[src/rtl/mul_div_unit_if.sv]
// Operand/result bundle between the execute stage and the multiply/divide unit.
// The master drives operands and commands; the slave returns status and HI/LO.
interface mul_div_unit_if #(
  parameter int WIDTH = 32
);
  logic [WIDTH-1:0] a;
  logic [WIDTH-1:0] b;
  logic [1:0]       op;
  logic             start;
  logic             mthi;
  logic             mtlo;
  logic             busy;
  logic             ready;
  logic             dz;
  logic [WIDTH-1:0] hi;
  logic [WIDTH-1:0] lo;

  modport master (
    output a, b, op, start, mthi, mtlo,
    input  busy, ready, dz, hi, lo
  );

  modport slave (
    input  a, b, op, start, mthi, mtlo,
    output busy, ready, dz, hi, lo
  );
endinterface

[src/rtl/mul_div_unit.sv]
// Iterative MULT/MULTU/DIV/DIVU unit with HI/LO registers.
// Sign-magnitude core: shift-add multiply, restoring divide, sign fix at the end.
module mul_div_unit #(
  parameter int WIDTH = 32
) (
  input logic           clk,
  input logic           clrn,
  mul_div_unit_if.slave bus
);
  localparam int CW = $clog2(WIDTH);

  typedef enum logic [1:0] {
    S_IDLE,
    S_CALC,
    S_FIX
  } state_t;

  state_t r_state;
  state_t w_next;

  logic [CW-1:0]      r_cnt;
  logic [2*WIDTH-1:0] r_acc;
  logic [WIDTH-1:0]   r_rem;
  logic [WIDTH-1:0]   r_opnd;
  logic               r_div;
  logic               r_sa;
  logic               r_sb;
  logic               r_bz;
  logic               r_ready;
  logic               r_dz;
  logic [WIDTH-1:0]   r_hi;
  logic [WIDTH-1:0]   r_lo;

  logic               w_sgn;
  logic               w_sa;
  logic               w_sb;
  logic [WIDTH-1:0]   w_abs_a;
  logic [WIDTH-1:0]   w_abs_b;
  logic               w_last;
  logic [WIDTH:0]     w_sum;
  logic [WIDTH:0]     w_shl;
  logic [WIDTH:0]     w_diff;
  logic [2*WIDTH-1:0] w_prod;
  logic [WIDTH-1:0]   w_quo;
  logic [WIDTH-1:0]   w_remf;

  assign w_sgn   = ~bus.op[0];
  assign w_sa    = w_sgn & bus.a[WIDTH-1];
  assign w_sb    = w_sgn & bus.b[WIDTH-1];
  assign w_abs_a = w_sa ? -bus.a : bus.a;
  assign w_abs_b = w_sb ? -bus.b : bus.b;
  assign w_last  = (r_cnt == CW'(WIDTH - 1));

  assign w_sum  = {1'b0, r_acc[2*WIDTH-1:WIDTH]} + {1'b0, r_opnd};
  assign w_shl  = {r_rem, r_acc[WIDTH-1]};
  assign w_diff = w_shl - {1'b0, r_opnd};

  // Divide-by-zero keeps the raw all-ones quotient.
  assign w_prod = (r_sa ^ r_sb) ? -r_acc : r_acc;
  assign w_quo  = ((r_sa ^ r_sb) & ~r_bz)
                ? -r_acc[WIDTH-1:0] : r_acc[WIDTH-1:0];
  assign w_remf = r_sa ? -r_rem : r_rem;

  always_ff @(posedge clk or negedge clrn) begin
    if (!clrn) r_state <= S_IDLE;
    else       r_state <= w_next;
  end

  always_comb begin
    w_next = r_state;
    unique case (r_state)
      S_IDLE:  if (bus.start) w_next = S_CALC;
      S_CALC:  if (w_last) w_next = S_FIX;
      S_FIX:   w_next = S_IDLE;
      default: w_next = S_IDLE;
    endcase
  end

  always_ff @(posedge clk or negedge clrn) begin
    if (!clrn) begin
      r_cnt   <= '0;
      r_acc   <= '0;
      r_rem   <= '0;
      r_opnd  <= '0;
      r_div   <= 1'b0;
      r_sa    <= 1'b0;
      r_sb    <= 1'b0;
      r_bz    <= 1'b0;
      r_ready <= 1'b0;
      r_dz    <= 1'b0;
      r_hi    <= '0;
      r_lo    <= '0;
    end else begin
      r_ready <= 1'b0;
      unique case (r_state)
        S_IDLE: begin
          if (bus.start) begin
            r_cnt  <= '0;
            r_rem  <= '0;
            r_div  <= bus.op[1];
            r_sa   <= w_sa;
            r_sb   <= w_sb;
            r_bz   <= bus.op[1] & (bus.b == '0);
            r_dz   <= 1'b0;
            r_acc  <= {{WIDTH{1'b0}},
                       bus.op[1] ? w_abs_a : w_abs_b};
            r_opnd <= bus.op[1] ? w_abs_b : w_abs_a;
          end else begin
            if (bus.mthi) r_hi <= bus.a;
            if (bus.mtlo) r_lo <= bus.a;
          end
        end
        S_CALC: begin
          r_cnt <= r_cnt + 1'b1;
          if (!r_div) begin
            r_acc <= {(r_acc[0] ? w_sum
                       : {1'b0, r_acc[2*WIDTH-1:WIDTH]}),
                      r_acc[WIDTH-1:1]};
          end else if (!w_diff[WIDTH]) begin
            r_rem <= w_diff[WIDTH-1:0];
            r_acc[WIDTH-1:0] <= {r_acc[WIDTH-2:0], 1'b1};
          end else begin
            r_rem <= w_shl[WIDTH-1:0];
            r_acc[WIDTH-1:0] <= {r_acc[WIDTH-2:0], 1'b0};
          end
        end
        S_FIX: begin
          r_ready <= 1'b1;
          r_dz    <= r_bz;
          if (r_div) begin
            r_hi <= w_remf;
            r_lo <= w_quo;
          end else begin
            {r_hi, r_lo} <= w_prod;
          end
        end
        default: ;
      endcase
    end
  end

  assign bus.busy  = (r_state != S_IDLE);
  assign bus.ready = r_ready;
  assign bus.dz    = r_dz;
  assign bus.hi    = r_hi;
  assign bus.lo    = r_lo;
endmodule

[src/flat_wrapper.sv]
// flat-port wrapper written by rule: the top's interface ports become plain ports
module mul_div_unit_flat 
#(
  parameter int WIDTH = 32
)
  (clk, clrn, bus_a, bus_b, bus_op, bus_start, bus_mthi, bus_mtlo, bus_busy, bus_ready, bus_dz, bus_hi, bus_lo);
  mul_div_unit_if #(.WIDTH(WIDTH)) bus_i ();
  input logic clk;
  input logic clrn;
  input wire logic [$bits(bus_i.a)-1:0] bus_a;
  input wire logic [$bits(bus_i.b)-1:0] bus_b;
  input wire logic [$bits(bus_i.op)-1:0] bus_op;
  input wire logic [$bits(bus_i.start)-1:0] bus_start;
  input wire logic [$bits(bus_i.mthi)-1:0] bus_mthi;
  input wire logic [$bits(bus_i.mtlo)-1:0] bus_mtlo;
  output wire logic [$bits(bus_i.busy)-1:0] bus_busy;
  output wire logic [$bits(bus_i.ready)-1:0] bus_ready;
  output wire logic [$bits(bus_i.dz)-1:0] bus_dz;
  output wire logic [$bits(bus_i.hi)-1:0] bus_hi;
  output wire logic [$bits(bus_i.lo)-1:0] bus_lo;
  assign bus_i.a = bus_a;
  assign bus_i.b = bus_b;
  assign bus_i.op = bus_op;
  assign bus_i.start = bus_start;
  assign bus_i.mthi = bus_mthi;
  assign bus_i.mtlo = bus_mtlo;
  assign bus_busy = bus_i.busy;
  assign bus_ready = bus_i.ready;
  assign bus_dz = bus_i.dz;
  assign bus_hi = bus_i.hi;
  assign bus_lo = bus_i.lo;
  mul_div_unit #(.WIDTH(WIDTH)) u_core (.clk(clk), .clrn(clrn), .bus(bus_i));
endmodule
[config.mk]
export PLATFORM = sky130hd
export DESIGN_NAME = mul_div_unit_flat
export DESIGN_NICKNAME = d
export VERILOG_FILES = /design/src/rtl/mul_div_unit_if.sv /design/src/rtl/mul_div_unit.sv /design/src/flat_wrapper.sv
export SDC_FILE = /design/constraint.sdc
export NUM_CORES = 1
export LEC_CHECK = 0
export BUFFER_PORTS_ARGS = -buffer_cell sky130_fd_sc_hd__buf_2
export CAP_MARGIN = 10
export CORE_MARGIN = 2
export CORE_UTILIZATION = 60
export CTS_CLUSTER_SIZE = 25
export DETAILED_ROUTE_END_ITERATION = 10
export PLACE_DENSITY = 0.86
export SLEW_MARGIN = 20
export SYNTH_ARGS = -nofsm -noshare
export SYNTH_HDL_FRONTEND = slang
export SYNTH_SLANG_ARGS = --single-unit
[constraint.sdc]
create_clock -name clk -period 4.1 [get_ports clk]
set_input_delay 0.82 -clock clk [delete_from_list [all_inputs] [get_ports clk]]
set_output_delay 0.82 -clock clk [all_outputs]
set_load 0.005 [all_outputs]
-- After elaboration in Yosys (flattened, before gate mapping)
Cells that the tools add are included.
Widths: inputs -> output; s select.
- logic and storage cells: 85
- output and inout bits: 67
- bits in registers: 205
- input port bits: 71
- reduce and logical (&&, ||, !) cells: 13
- equality and inequality tests: 10
- mux-type cells: 33
- $add $sub $neg: 8
- bitwise operators: 7
- operators by type and width (operator ; number):
    $mux 32 ; 17
    $pmux 32 s2 ; 3
    $mux 64 ; 2
    $neg 32->32 ; 4
    $pmux 64 s2 ; 1
    $neg 64->64 ; 1
    $add 32x32->33 ; 1
    $mux 33 ; 1
    $sub 33x32->33 ; 1
    $logic_not 32->1 ; 1
    $reduce_and 3->1 ; 4
    $ne 2x2->1 const B ; 5
    $pmux 5 s2 ; 1
    $reduce_and 2->1 ; 4
    $reduce_bool 2->1 ; 3
    $add 5x1->5 const B ; 1
    $eq 5x5->1 const B ; 1
    $mux 5 ; 1
    $and 1x1->1 ; 4
    $mux 2 ; 2
    $ne 2x1->1 const B ; 2
    $pmux 2 s2 ; 1
    $mux 1 ; 3
    $eq 2x1->1 const B ; 1
    other kinds (5) ; 6

-- Logic depth before layout (Yosys ltp)
Gate-level depths: netlist of run 1.
- word-level depth: 6
- depth in mapped cells: 15

-- Least setup slack after synthesis of run 1
Ideal clock, no wire load.
- path type: reg2reg
- start point: reg u_core.r_acc[31]
- end point: reg u_core.r_rem[2]
- setup slack: 0.515 ns
- stages on the path, launching flop included: 16
- arrival: 3.450 ns
- library setup time: 0.135 ns
- buffers on the path: 2
- period minus slack after synthesis: 3.585 ns
- path through: dfrtp_1 clkbuf_1 inv_1 ha_1 fa_1 nand2b_1 a21oi_1 o21ai_0 o21a_1 o21a_1 o31ai_1 a21oi_1 xnor2_2 buf_2 mux2i_1 o21ai_0
- longest elaborated chain between the ends: 4
- RTL lines (what ; RTL line ; text):
    from (decl) ; mul_div_unit.sv:22 ; logic [2*WIDTH-1:0] r_acc;
    from (signal assigned) ; mul_div_unit.sv:105 ; r_acc <= {{WIDTH{1'b0}},
    from (signal assigned) ; mul_div_unit.sv:116 ; r_acc <= {(r_acc[0] ? w_sum
    from (signal, indexed assignment) ; mul_div_unit.sv:121 ; r_acc[WIDTH-1:0] <= {r_acc[WIDTH-2:0], 1'b1};
    $sub 33x32->33 ; mul_div_unit.sv:56 ; assign w_diff = w_shl - {1'b0, r_opnd};
    $mux 32 ; mul_div_unit.sv:119 ; end else if (!w_diff[WIDTH]) begin
    $mux 32 ; mul_div_unit.sv:115 ; if (!r_div) begin
    $pmux 32 s2 ; mul_div_unit.sv:95 ; unique case (r_state)
    to (signal assigned) ; mul_div_unit.sv:120 ; r_rem <= w_diff[WIDTH-1:0];
    to (signal assigned) ; mul_div_unit.sv:123 ; r_rem <= w_shl[WIDTH-1:0];
    to (decl) ; mul_div_unit.sv:23 ; logic [WIDTH-1:0] r_rem;
Every way passes these cells. The select of a mux whose other input is x is not followed.
A chain may end at the register's enable or synchronous reset.

-- Final worst setup path of run 1
- start point: reg u_core.r_acc[20]
- end point: reg u_core.r_hi[0] (netlist: u_core.bus.hi[0])
- longest elaborated chain between the ends: 4
- RTL lines (what ; RTL line ; text):
    $neg 64->64 ; mul_div_unit.sv:59 ; assign w_prod = (r_sa ^ r_sb) ? -r_acc : r_acc;
    $mux 64 ; mul_div_unit.sv:59 ;
    $mux 32 ; mul_div_unit.sv:130 ; if (r_div) begin
    $pmux 32 s2 ; mul_div_unit.sv:95 ;
    to (signal assigned) ; mul_div_unit.sv:109 ; if (bus.mthi) r_hi <= bus.a;
    to (signal assigned) ; mul_div_unit.sv:131 ; r_hi <= w_remf;
    to (signal assigned) ; mul_div_unit.sv:134 ; {r_hi, r_lo} <= w_prod;
    to (decl) ; mul_div_unit.sv:31 ; logic [WIDTH-1:0] r_hi;
Every way passes these cells.

==> summary.md, run 1 <==
| Metric | Value |
|---|---|
| Chip Width | `169 microns` |
| RSZ-0062 raised after global routing | `no` |
| Die Ht | `169 microns` |
| Htree depth | `1` |
| Clock-pin slew on the worst setup and hold paths | `60 ps` |
| CP arrival | `4420 ps` |
| Top FF cell, synth | `dfrtp_1` |
| Core ar. | `26,900 sq um` |
| Delay of the slowest cell on the worst path | `590 ps` |
| Ratio of cells with drive above 1 in the final layout | `11.7%` |
| TritonCTS clock tree | `done` |
| Leading area contributor after synthesis | `dfrtp_1` |
| Crit path from | `u_core.r_acc[20]$_DFFE_PN0P_` |
| #FFs+latches synth | `205` |
| Final HPWL DP | `42.2 mm` |
| Hold WS | `400 ps` |
| Post-synthesis area per instance | `8.15 sq um` |
| EDFF count, synth | `0` |
| Syn. warnings | `0` |
| XOR/XNOR Fraction of Synth Area | `10.8%` |
| Post-synthesis sequential area ratio | `31.3%` |
| Final WL | `57.4 mm` |
| Worst-Margin Slew | `1160 ps` |
| Post-synth top area share | `31.3%` |
| Final #Nets | `2,222` |
| Fillers | `2,240` |
| Area contributors post-synth | `dfrtp_1, o21ai_0, xnor2_1` |
| Largest family of logic cells by synthesized area | `compound AO/OA/AOI/OAI gates` |
| Die area | `28,700 sq um` |
| Hold Violations, Final | `0` |
| Status | `completed` |
| Crit path time final | `4030 ps` |
| Placer Congestion | `1.03` |
| Synth Area in Compound Gates | `25.2%` |
| Crit-path cells | `or4_4 > or3_4 > nor4_2 > nand2_1 > o31ai_1 > xnor2_1 > nor2_1 > a211oi_1 > a21oi_1 > o21ai_0` |
| Vias per cell | `6.77` |
| Crit Path Max Fanout | `6` |
| Num ports | `138` |
| Area growth syn-to-layout | `10.8%` |
| Asr flop ratio synth | `100%` |
| First-pass GRT wire length | `89.5 mm` |
| Mux cell area share after synthesis | `6.35%` |
| Worst path required time | `4490 ps` |
| Fmax | `248 MHz` |
| TNS Setup | `0 ps` |
| Worst vdd ir | `0.585 mV` |
| Count leader, synth | `o21ai_0` |
| Sw Share | `49.3%` |
| Reg2Reg Launch Point | `u_core.r_acc[20]$_DFFE_PN0P_` |
| Clock Tree Buf Depth | `3` |
| Drt pass-1 iters | `7` |
| Area of the mapped netlist | `16,400 sq um` |
| Initial core utilization | `61.0%` |
| Final ANT Viol Nets | `0` |
| DR iter-0 viols | `2,566` |
| Worst-skew pair later-pin latency | `540 ps` |
| Final setup fails | `0` |
| Dpl cells | `2,393` |
| TritonCTS buffer count | `25` |
| Post-CTS setup buffers | `0` |
| Static leakage | `0.00776 uW` |
| Setup crit end | `u_core.bus.hi[0]$_DFFE_PN0P_` |
| Clock power share | `12.8%` |
| DRC errors left | `0` |
| Slew headroom | `22.4%` |
| Avg WL per Cell | `23.5 microns` |
| Vias in the first global route | `15.7k` |
| Leading cell types by count after synthesis | `o21ai_0, nand2_1, dfrtp_1` |
| Psw | `8510 uW` |
| Worst hold-check path type | `in -> async` |
| Slew Limit Fails | `0` |
| Max-Cap Viols | `0` |
| Final std cells w/o fill | `2,439` |
| CTS sink count | `205` |
| Pint | `8740 uW` |
| Overall routing resource usage | `40.0%` |
| Largest net degree at the start of global routing | `104` |
| Vias post-DR | `16.5k` |
| Grt ovf | `0` |
| Pwr/cell area | `950 nW/um^2` |
| Row cnt | `60` |
| R2R cell count | `10` |
| Fin crit share | `98.3%` |
| CP Launch Type | `flip-flop` |
| Crit path max-delay cell type | `or4_4` |
| Net Count, Synth | `2,155` |
| Initial antenna violation count | `1` |
| RR Endpoint | `u_core.bus.hi[0]$_DFFE_PN0P_` |
| PortBufs | `137` |
| Synth cell types | `70` |
| Reg-to-reg slack, setup | `70 ps` |
| Clk_skew | `18.8 ps` |
| CP Capture Type | `flip-flop` |
| Crit Path Class | `reg -> reg` |
| Share of power burned in registers | `25.8%` |
| CTS root buffer | `clkbuf_16` |
| Simple logic cell fraction of the synthesized area | `15.9%` |
| Syn Inst Count | `2,012` |
| Logic pwr share | `61.4%` |
| Post-synthesis adder-cell area fraction | `5.58%` |
## logic make-up (layout without fill, tap and decap cells)
family / after synthesis / after routing
AOI/OAI and AO/OA: 670 / 670
other: 0 / 1
DFF: 205 / 205
and+or+nand+nor: 553 / 553
muxes: 104 / 104
buffers and inverters: 206 / 291
xor gates and xnor gates: 202 / 202
adders and majority gates: 72 / 72
## state kept, by name, indices dropped and copies added, names as in the netlist
signal            flops
u_core.bus.lo        32
u_core.r_bz           1
u_core.r_div          1
u_core.r_sb           1
u_core.r_opnd        32
u_core.r_state        2
u_core.r_sa           1
u_core.bus.ready      1
u_core.bus.dz         1
u_core.r_rem         32
u_core.r_acc         64
u_core.r_cnt          5
u_core.bus.hi        32
## layout make-up
class	count	area, sq um	share of cell area [%]
Timing Repair Buffer	174	997	5.49
Multi-Input combinational cell	1601	10500	58.0
Clock buffer	35	743	4.09
Inverter	72	270	1.49
Tap cell	341	427	2.35
Sequential cell	205	5130	28.2
Antenna cell	1	2.50	0.0138
Clock inverter	10	63.8	0.351
## timing repair
item,in CTS,in global routing
gates resized for setup,0,2
endpoints found under the setup margin,0,19
hold buffers,0,0
## per-layer routing
metal | vias to the layer above | global-route usage [%] | routed length (microns)
met1 | 7786 | 52.2 | 21600
met5 | - | 0 | 0
met3 | 221 | 10.2 | 7310
met2 | 1093 | 61.2 | 24900
li1 | 7407 | - | -
met4 | 0 | 21.7 | 3510
## power by group through the flow
stage,registers (uW),logic (uW),clock network (uW)
after floorplan,3800,7870,0
after global placement,4320,9980,0
after detailed placement,4370,10300,0
after CTS,4350,10400,2190
after global routing,4540,11700,2280
final,4450,10600,2210
## placed cells by master, fill, tap and decap left out, types with 25 or more instances in the layout
master,synthesis,routed
nor3_1,35,35
dfrtp_1,205,204
buf_2,5,136
o21ai_0,242,242
o31ai_1,31,31
a21o_1,31,31
xor2_1,79,79
nand3_1,27,27
buf_4,0,35
ha_1,70,70
nand2_1,214,212
mux2i_1,103,103
xnor2_1,122,122
a21oi_1,155,154
inv_1,72,72
nor2_1,132,131
a31oi_1,31,31
clkbuf_16,0,25
a211oi_1,39,39
## worst max-delay path, delay by kind of cell (launching register included)
family | cells | cell delay, ps
flops | 1 | 460
simple gates | 5 | 2140
xor+xnor | 1 | 100
compound gates | 4 | 1170
## metrics by stage
step | setup WS, ps | utilization [%] | instance area, sq um | power, uW
final | 67.8 | 67.6 | 18200 | 17300
after global routing | 12.9 | 67.6 | 18200 | 18500
after CTS | 231 | 67.6 | 18200 | 16900
after detailed placement | 272 | 64.5 | 17300 | 14700
after global placement | 405 | 64.5 | 17300 | 14300
after floorplan | 515 | - | 16400 | 11700
## worst min-delay path by stage
| stage | start | to | slack, ps | depth (start not counted) |
|---|---|---|---|---|
| 6_report | clrn | u_core.bus.lo[2]$_DFFE_PN0P_ | 400 | 1 |
| 5_1_grt | clrn | u_core.bus.lo[2]$_DFFE_PN0P_ | 480 | 1 |
| 4_1_cts | clrn | u_core.bus.lo[2]$_DFFE_PN0P_ | 440 | 1 |
| 3_5_place_dp | u_core.bus.hi[0]$_DFFE_PN0P_ | u_core.bus.hi[0]$_DFFE_PN0P_ | 470 | 2 |
| 3_3_place_gp | u_core.bus.hi[0]$_DFFE_PN0P_ | u_core.bus.hi[0]$_DFFE_PN0P_ | 460 | 2 |
| 2_1_floorplan | u_core.r_cnt[3]$_DFFE_PN0P_ | u_core.r_cnt[3]$_DFFE_PN0P_ | 450 | 1 |
(Power assumes the default switching activity.)
==> run 2: changes to the inputs <==
--- a/config.mk
+++ b/config.mk
@@ -6,9 +6,9 @@
 export NUM_CORES = 1
 export LEC_CHECK = 0
 export BUFFER_PORTS_ARGS = -buffer_cell sky130_fd_sc_hd__buf_2
-export CAP_MARGIN = 10
 export CORE_MARGIN = 2
 export CORE_UTILIZATION = 60
+export CTS_BUF_LIST = sky130_fd_sc_hd__clkbuf_4 sky130_fd_sc_hd__clkbuf_8
 export CTS_CLUSTER_SIZE = 25
 export DETAILED_ROUTE_END_ITERATION = 10
 export PLACE_DENSITY = 0.86
==> run 2 against run 1 <==
Effect of this change: worst setup slack better by 190 ps; critical path depth up 5; sequential cell count unchanged; maximum frequency up 4.8%; die area unchanged; utilization down 0.34 points; sequential power about the same; highest routed layer unchanged.
==> summary.md, run 2 (same netlist as run 1, synthesis figures left out) <==
| Metric | Value |
|---|---|
| Worst hold-check path type | `in -> async` |
| DRC errors left | `0` |
| Static leakage | `0.00774 uW` |
| Ratio of cells with drive above 1 in the final layout | `12.3%` |
| Vias post-DR | `16.4k` |
| Pwr/cell area | `941 nW/um^2` |
| Reg-to-reg slack, setup | `250 ps` |
| Fin crit share | `93.8%` |
| Final setup fails | `0` |
| Final HPWL DP | `42.2 mm` |
| CP Capture Type | `flip-flop` |
| Crit path buf inv count | `3` |
| Crit Path Max Fanout | `33` |
| TritonCTS buffer count | `36` |
| Clock-pin slew on the worst setup and hold paths | `70 ps` |
| Htree depth | `2` |
| Max-Cap Viols | `0` |
| TNS Setup | `0 ps` |
| Crit path time final | `3850 ps` |
| Drt pass-1 iters | `9` |
| Most common cell after layout, fill and taps aside | `o21ai_0` |
| Most frequent cells in the layout | `o21ai_0, nand2_1, dfrtp_1` |
| RSZ-0062 raised after global routing | `no` |
| RR Endpoint | `u_core.r_rem[3]$_DFFE_PN0P_` |
| Crit path max-delay cell type | `dfrtp_1` |
| Vias per cell | `6.70` |
| Reg with most FFs | `u_core.r_acc` |
| Largest net degree at the start of global routing | `104` |
| Final ANT Viol Nets | `0` |
| Fmax | `260 MHz` |
| Initial core utilization | `61.0%` |
| Avg WL per Cell | `23.2 microns` |
| Max FFs per register | `64` |
| Row cnt | `60` |
| Chip Width | `169 microns` |
| Fin util | `67.3%` |
| CP Launch Type | `flip-flop` |
| Crit-path cells | `inv_1 > ha_1 > fa_1 > nand2b_1 > a21oi_2 > o21ai_0 > o21a_1 > o21a_1 > o31ai_1 > buf_4 > a21oi_1 > xnor2_4 > buf_12 > mux2i_1 > o21ai_0` |
| Status | `completed` |
| Grt ovf | `0` |
| Crit path max-delay family | `compound AO/OA/AOI/OAI gates` |
| Crit Path Class | `reg -> reg` |
| Worst vdd ir | `0.598 mV` |
| Met2 usage | `60.8%` |
| Overall routing resource usage | `39.8%` |
| Hold Violations, Final | `0` |
| Post-route total power | `17,000 uW` |
| Routing usage on met1 | `51.6%` |
| Core ar. | `26,900 sq um` |
| GR peak layer | `met2` |
| CP arrival | `4250 ps` |
| Clk_skew | `20.7 ps` |
| Clock Tree Buf Depth | `3` |
| Slew Limit Fails | `0` |
| Die Ht | `169 microns` |
| Die area | `28,700 sq um` |
| CTS sink count | `205` |
| Worst path required time | `4510 ps` |
| Fillers | `2,256` |
| Final WL | `56.8 mm` |
| Reg2Reg Launch Point | `u_core.r_acc[31]$_DFFE_PN0P_` |
| Worst-Margin Slew | `1160 ps` |
| Crit path from | `u_core.r_acc[31]$_DFFE_PN0P_` |
| Final #Nets | `2,233` |
| First-pass GRT wire length | `88.7 mm` |
| Delay of the slowest cell on the worst path | `460 ps` |
| TritonCTS clock tree | `done` |
| Worst-skew pair later-pin latency | `570 ps` |
| Slew headroom | `22.7%` |
| Multi-input logic area | `10,500 sq um` |
| Post-CTS setup buffers | `0` |
| R2R cell count | `15` |
| Seq. cell area | `5130 sq um` |
| Met3 Use GR | `10.6%` |
| DR iter-0 viols | `2,356` |
| Vias in the first global route | `15.7k` |
| Placer Congestion | `1.03` |
| Initial antenna violation count | `2` |
| Num ports | `138` |
| Area growth syn-to-layout | `10.2%` |
| CTS root buffer | `clkbuf_8` |
| PortBufs | `137` |
==> run 2: changes by cell type in the layout (fill, tap and decap cells not counted) <==
cell / previous run / this run
clkbuf_1: 2 / 0
clkbuf_16: 25 / 0
clkbuf_4: 0 / 9
clkbuf_8: 9 / 47
clkinv_2: 5 / 0
clkinv_4: 1 / 0
clkinvlp_4: 4 / 2
diode_2: 1 / 3
nor4_1: 14 / 15
nor4_2: 2 / 1
==> run 2: layout make-up <==
cell class / instances / area share (%)
multi-input cells: 1601 / 58.2
flip-flops and latches: 205 / 28.4
repair buffers: 174 / 5.52
clock buffers: 55 / 3.88
well taps: 341 / 2.36
inverters: 72 / 1.50
clock inverters: 2 / 0.0831
diodes: 3 / 0.0415
==> run 2: per-stage QoR <==
step	cell area (sq um)	worst slack, ps	std cells	hold slack [ps]
after floorplan	16400	515	2012	450
after global placement	17300	405	2393	462
after detailed placement	17300	272	2393	474
after CTS	18100	248	2450	415
after global routing	18100	32.9	2451	442
final	18100	253	2453	378
==> run 2: routing by layer <==
layer / up-vias / share of wire, %
li1: 7432 / -
met1: 7815 / 39
met2: 954 / 43
met3: 227 / 12
met4: 0 / 6.3
met5: - / 0
==> run 2: where the power goes <==
| part | switching (uW) | internal, uW | leakage [uW] |
|---|---|---|---|
| clock | 896 | 1080 | 0.000372 |
| combinational | 6100 | 4480 | 0.00488 |
| sequential | 1450 | 3010 | 0.00248 |
| total | 8450 | 8560 | 0.00774 |
==> run 2: worst max path at each step <==
stage               slack, ps  depth (start not counted)                      endpoint
finish                    250                         15   u_core.r_rem[3]$_DFFE_PN0P_
global route               30                         15  u_core.r_rem[15]$_DFFE_PN0P_
detailed placement        270                         15   u_core.r_rem[3]$_DFFE_PN0P_
floorplan                 510                         15   u_core.r_rem[2]$_DFFE_PN0P_
global placement          410                         15  u_core.r_rem[11]$_DFFE_PN0P_
CTS                       250                         15   u_core.r_rem[3]$_DFFE_PN0P_
==> run 2: timing repair <==
action                                  in CTS  in global routing
endpoints found under the setup margin       0                 15
resized for setup                            0                  1
hold buffers                                 0                  0
